<file path="config.mk">
export PLATFORM = sky130hd
export DESIGN_NAME = ring_rr_arbiter
export DESIGN_NICKNAME = d
export VERILOG_FILES = /design/src/rtl/ring_rr_arbiter_pkg.sv /design/src/rtl/ring_rr_arbiter_ring_ptr.sv /design/src/rtl/ring_rr_arbiter.sv
export SDC_FILE = /design/constraint.sdc
export NUM_CORES = 1
export LEC_CHECK = 0
export CELL_PAD_IN_SITES_DETAIL_PLACEMENT = 0
export CELL_PAD_IN_SITES_GLOBAL_PLACEMENT = 1
export CORE_ASPECT_RATIO = 0.9
export CORE_UTILIZATION = 30
export DETAILED_ROUTE_END_ITERATION = 8
export PLACE_DENSITY_LB_ADDON = 0.1
export SLEW_MARGIN = 15
export SYNTH_ARGS = -nofsm -noshare
export SYNTH_HDL_FRONTEND = slang
export SYNTH_HIERARCHICAL = 1
export SYNTH_SLANG_ARGS = --single-unit
</file>
<file path="constraint.sdc">
create_clock -name clk -period 3.8 [get_ports clk]
set_input_delay 0.57 -clock clk [delete_from_list [all_inputs] [get_ports clk]]
set_output_delay 0.57 -clock clk [all_outputs]
set_load 0.005 [all_outputs]
</file>
<file path="src/rtl/ring_rr_arbiter_pkg.sv">
// Shared types and helpers for the ring round-robin arbiter.
// Helpers work on a fixed-width vector; callers zero-extend on the way in and truncate on the way out.
package ring_rr_arbiter_pkg;

  localparam int unsigned MAXN = 32;

  typedef enum logic {
    ST_IDLE  = 1'b0,
    ST_GRANT = 1'b1
  } state_t;

  typedef logic [MAXN-1:0] vec_t;

  // Rotate the low n bits of v left by one, with bit n-1 wrapping to bit 0.
  function automatic vec_t rotl1(input vec_t v, input int unsigned n);
    vec_t r;
    r = '0;
    for (int unsigned i = 0; i < MAXN; i++) begin
      if (i < n) r[(i + 1) % n] = v[i];
    end
    return r;
  endfunction

  // Binary index of the set bit in a one-hot vector; 0 for an all-zero vector.
  function automatic int unsigned onehot_idx(input vec_t v);
    int unsigned idx;
    idx = 0;
    for (int unsigned i = 0; i < MAXN; i++) begin
      if (v[i]) idx = i;
    end
    return idx;
  endfunction

endpackage

</file>
<file path="src/rtl/ring_rr_arbiter_ring_ptr.sv">
// One-hot priority pointer register for the ring arbiter.
module ring_ptr #(
  parameter int unsigned N = 4
) (
  input  logic         clk,
  input  logic         rst,
  input  logic         load,
  input  logic [N-1:0] d,
  output logic [N-1:0] q
);

  always_ff @(posedge clk) begin
    if (rst) begin
      q <= {{(N-1){1'b0}}, 1'b1};
    end else if (load) begin
      q <= d;
    end
  end

endmodule

</file>
<file path="src/rtl/ring_rr_arbiter.sv">
// Round-robin arbiter with a one-hot ring pointer and an optional per-tenure hold limit.
// All outputs are registered; a handover re-arbitrates in the same edge with no dead cycle.
module ring_rr_arbiter
  import ring_rr_arbiter_pkg::*;
#(
  parameter int unsigned N        = 4,
  parameter int unsigned HOLD_MAX = 4,
  parameter int unsigned IDW      = 2,
  parameter int unsigned CW       = 3
) (
  input  logic           clk,
  input  logic           rst,
  input  logic [N-1:0]   req,
  output logic [N-1:0]   gnt,
  output logic           gnt_valid,
  output logic [IDW-1:0] gnt_id,
  output logic [N-1:0]   ptr
);

  state_t         state;
  logic [CW-1:0]  hold_cnt;
  logic [N-1:0]   rot_o;
  logic [N-1:0]   pick_base;
  logic [N-1:0]   picked;
  logic           owner_req;
  logic           timeout;
  logic           handover;

  // Double-width scan: the low copy is masked to bits at/above p, the high copy supplies the wrap.
  function automatic logic [N-1:0] pick(input logic [N-1:0] r, input logic [N-1:0] p);
    logic [2*N-1:0] dbl;
    logic [N-1:0]   res;
    logic           found;
    dbl   = {r, r & ~(p - {{(N-1){1'b0}}, 1'b1})};
    res   = '0;
    found = 1'b0;
    for (int unsigned i = 0; i < 2 * N; i++) begin
      if (!found && dbl[i]) begin
        res[i % N] = 1'b1;
        found      = 1'b1;
      end
    end
    return res;
  endfunction

  always_comb begin
    rot_o     = N'(rotl1(vec_t'(gnt), N));
    owner_req = |(req & gnt);
    timeout   = (HOLD_MAX != 0) && (hold_cnt == CW'(HOLD_MAX));
    handover  = (state == ST_GRANT) && (!owner_req || timeout);
    pick_base = (state == ST_IDLE) ? ptr : rot_o;
    picked    = pick(req, pick_base);
  end

  ring_ptr #(
    .N(N)
  ) u_ptr (
    .clk  (clk),
    .rst  (rst),
    .load (handover),
    .d    (rot_o),
    .q    (ptr)
  );

  always_ff @(posedge clk) begin
    if (rst) begin
      state     <= ST_IDLE;
      gnt       <= '0;
      gnt_valid <= 1'b0;
      gnt_id    <= '0;
      hold_cnt  <= '0;
    end else begin
      case (state)
        ST_IDLE: begin
          if (|req) begin
            state     <= ST_GRANT;
            gnt       <= picked;
            gnt_valid <= 1'b1;
            gnt_id    <= IDW'(onehot_idx(vec_t'(picked)));
            hold_cnt  <= CW'(1);
          end
        end
        ST_GRANT: begin
          if (handover) begin
            // Owner has lowest priority here, so a sole requester on timeout is simply re-granted.
            gnt       <= picked;
            gnt_valid <= |picked;
            gnt_id    <= IDW'(onehot_idx(vec_t'(picked)));
            if (|picked) begin
              state    <= ST_GRANT;
              hold_cnt <= CW'(1);
            end else begin
              state    <= ST_IDLE;
              hold_cnt <= '0;
            end
          end else if (hold_cnt != '1) begin
            hold_cnt <= hold_cnt + CW'(1);
          end
        end
        default: begin
          state     <= ST_IDLE;
          gnt       <= '0;
          gnt_valid <= 1'b0;
          gnt_id    <= '0;
          hold_cnt  <= '0;
        end
      endcase
    end
  end

endmodule

</file>
==> flow_summary.ini <==
[run_status]
run_status = completed

[sta]
rsz_0062_raised_after_global_routing = false
clock.fmax_mhz = 420
period_share_pct = 62.6
timing.final.setup_violations = 0
period_needed_ns = 2.38
report.final.slew_viol_count = 0
timing_hold_violations_final = 0
worst_slew_margin_rel_pct = 61.8
timing.setup.tns_ns = 0
transition_time_of_the_tightest_slew_check_pin_ns = 0.571
fin_worst_skew_ns = 0.000687

[clock_network]
cts.repair.resized = 0
cts.sinks = 15
path_clk_slew_ns = 0.08
cts_root_buffer = sky130_fd_sc_hd__clkbuf_4
tritoncts = done
post_cts_hold_buffer_count = 0
clk-insertion-delay-late_ns = 0.27
tritoncts.num_buffers = 3
clock_tree.htree_level_count = 1
postCtsSetupRepairBufs = 0
max-clock-path-buffers = 2

[critical_path]
critical_path_class = register to register
path_cells = mux2_2 > inv_1 > ha_1 > nand2_1 > mux2_2 > o2111a_1 > nor4_1 > nor3_1
worst_ep_required_time_ns = 3.94
critical_path_maximum_fanout = 9
worstSetupStartpointType = register
endpoint_kind = register
critPathSlowestCell = sky130_fd_sc_hd__dfxtp_1
path_common_cell = sky130_fd_sc_hd__mux2_2
worst-endpoint-arrival_ns = 2.52
critical-path-max-stage-delay_ns = 0.53

[route]
num_vias = 757
vias_per_cell = 4.98
avgRoutedWirePerCell_um = 13.4
route.antenna.remaining_nets = 0
drt_iter0_markers = 9
route.detailed.drc = 0
drt-pass1-iter-count = 4
drt-total-wl_um = 2030

[synthesis]
post_synth_instance_area_um2 = 892
main_combinational_cell_family_by_area_after_synthesis = simple AND/OR/NAND/NOR gates
synthesis.yosys.warnings = 6
synth_sequential_area_ratio_pct = 33.7
synthXorXnorAreaFrac_pct = 0.982
synthesis.nets = 105
synth-compound-area-share_pct = 15.1
number_of_enable_type_register_cells_in_the_synthesized_netlist = 0
synth_top_area_share_pct = 33.7
synth.distinct_cells = 38
synth_fa_ha_area_share_pct = 5.61
synth_top_area_cell = sky130_fd_sc_hd__dfxtp_1
post_synth_and_or_nand_nor_area_fraction_pct = 27.5
postSynth.topFlopCell = sky130_fd_sc_hd__dfxtp_1
ys_seq_elements = 15
syn_inst = 95
syn-mean-instance-area_um2 = 9.39
synthArstFlopShare_pct = 0
yosys-mux-area-fraction_pct = 13.2
synth.top_cells.by_area = sky130_fd_sc_hd__dfxtp_1 34%, sky130_fd_sc_hd__mux2i_1 9.0%, sky130_fd_sc_hd__nor2_1 6.3%, sky130_fd_sc_hd__ha_1 5.6%, sky130_fd_sc_hd__a22oi_1 4.2%

[finish]
layout_common_cells = 16 x sky130_fd_sc_hd__clkdlybuf4s50_1, 15 x sky130_fd_sc_hd__nor2_1, 15 x sky130_fd_sc_hd__dfxtp_1
fin_nets = 123
drive_above_1_share_pct = 13.4
antenna_cells_inserted = 0
layout_commonest_cell = sky130_fd_sc_hd__clkdlybuf4s50_1
flow.area_growth_from_synthesis_pct = 24.3

[floorplan]
initial_core_util_pct = 31.9
die_height_um = 53.7
chipWidth_um = 59.5
std_cell_rows = 18
io_pins = 17
core_um2 = 2790
design.die.area_um2 = 3200

[pwr]
powerDensity_nw_per_um2 = 472
totalPowerFinal_w = 0.000523
vdd.ir_drop.worst_v = 0.000235
total_leakage_power_nw = 0.452

[grt]
grt_max_degree = 16
antenna_violations_before_repair = 0
grt_pass1_wl_um = 3330
via_count_of_the_first_global_routing_pass = 726
global_route.overflow_total = 0
track_usage_pct = 14.3

[placement]
dpl.hpwl_um = 1580
finalWeightedCongestion = 0.820
io_buffers = 16

[run]
max_cap_viol_count = 0

[hold_path]
hold_path.class = register to register
metrics by stage:
stage | setup slack [ns] | cell area (µm²) | utilization [%] | hold slack (ns) | cells
2_1_floorplan | 1.81 | 892 | - | 0.461 | 95
3_3_place_gp | 1.25 | 1080 | 38.8 | 0.485 | 148
3_5_place_dp | 1.23 | 1080 | 38.8 | 0.481 | 148
4_1_cts | 1.42 | 1110 | 39.7 | 0.496 | 152
5_1_grt | 1.27 | 1110 | 39.7 | 0.536 | 152
6_report | 1.42 | 1110 | 39.7 | 0.493 | 152
Yosys cell counts, types with 2 or more instances:
| cell type | n |
|---|---|
| sky130_fd_sc_hd__nand2_1 | 5 |
| sky130_fd_sc_hd__a21boi_1 | 2 |
| sky130_fd_sc_hd__a22oi_1 | 5 |
| sky130_fd_sc_hd__mux2i_1 | 8 |
| sky130_fd_sc_hd__and2_1 | 2 |
| sky130_fd_sc_hd__dfxtp_1 | 15 |
| sky130_fd_sc_hd__mux2_2 | 2 |
| sky130_fd_sc_hd__ha_1 | 4 |
| sky130_fd_sc_hd__o211ai_1 | 2 |
| sky130_fd_sc_hd__inv_1 | 4 |
| sky130_fd_sc_hd__nor3_1 | 4 |
| sky130_fd_sc_hd__nor2_1 | 15 |
| sky130_fd_sc_hd__nor2b_1 | 2 |
layer usage:
layer  global-route usage (%)  part of all wire [%]  vias to the layer above
met4                     9.52                   2.4                        0
met3                     2.40                   4.6                        6
met2                     20.6                    41                       15
met1                     19.7                    52                      349
li1                         -                     -                      387
met5                        0                     0                        -
power by group:
part	internal [W]	switching [W]
clock	0.0000407	0.0000476
sequential	0.000183	0.0000315
combinational	0.000114	0.000107
total	0.000337	0.000186
kinds of logic after synthesis:
| kind of cell | count (synthesis) |
|---|---|
| xor+xnor | 1 |
| compound gates | 16 |
| flops | 15 |
| mux | 11 |
| buf+inv | 7 |
| fa+ha+maj | 4 |
| simple gates | 41 |
state kept, by name (all words and copies together) (netlist names):
signal	count
gnt	4
u_ptr/q	4
gnt_valid	1
gnt_id	2
state	1
hold_cnt	3
critical path, delay by kind of cell (launching register included):
kind	cells	cell delay (ns)
buffers and inverters	1	0.07
muxes	2	0.74
AOI/OAI and AO/OA	1	0.24
and+or+nand+nor	3	0.52
adders and majority gates	1	0.15
DFF	1	0.53
layout make-up:
cell class                      count  area, µm²
Fill cell                         323       1680
Tap cell                           40       50.0
Multi-Input combinational cell     73        557
Inverter                            4       15.0
Clock buffer                        4       26.3
Timing Repair Buffer               16        160
Sequential cell                    15        300
path summary, 6_finish.rpt:
kind	from	end	slack, ns	cells after the start
min	hold_cnt[0]	hold_cnt[0]	0.49	1
min reg2reg	hold_cnt[0]	hold_cnt[0]	0.49	1
max reg2reg	state	gnt_id[0]	1.42	8
max	state	gnt_id[0]	1.42	8
Power figures use the tool's default switching activity.
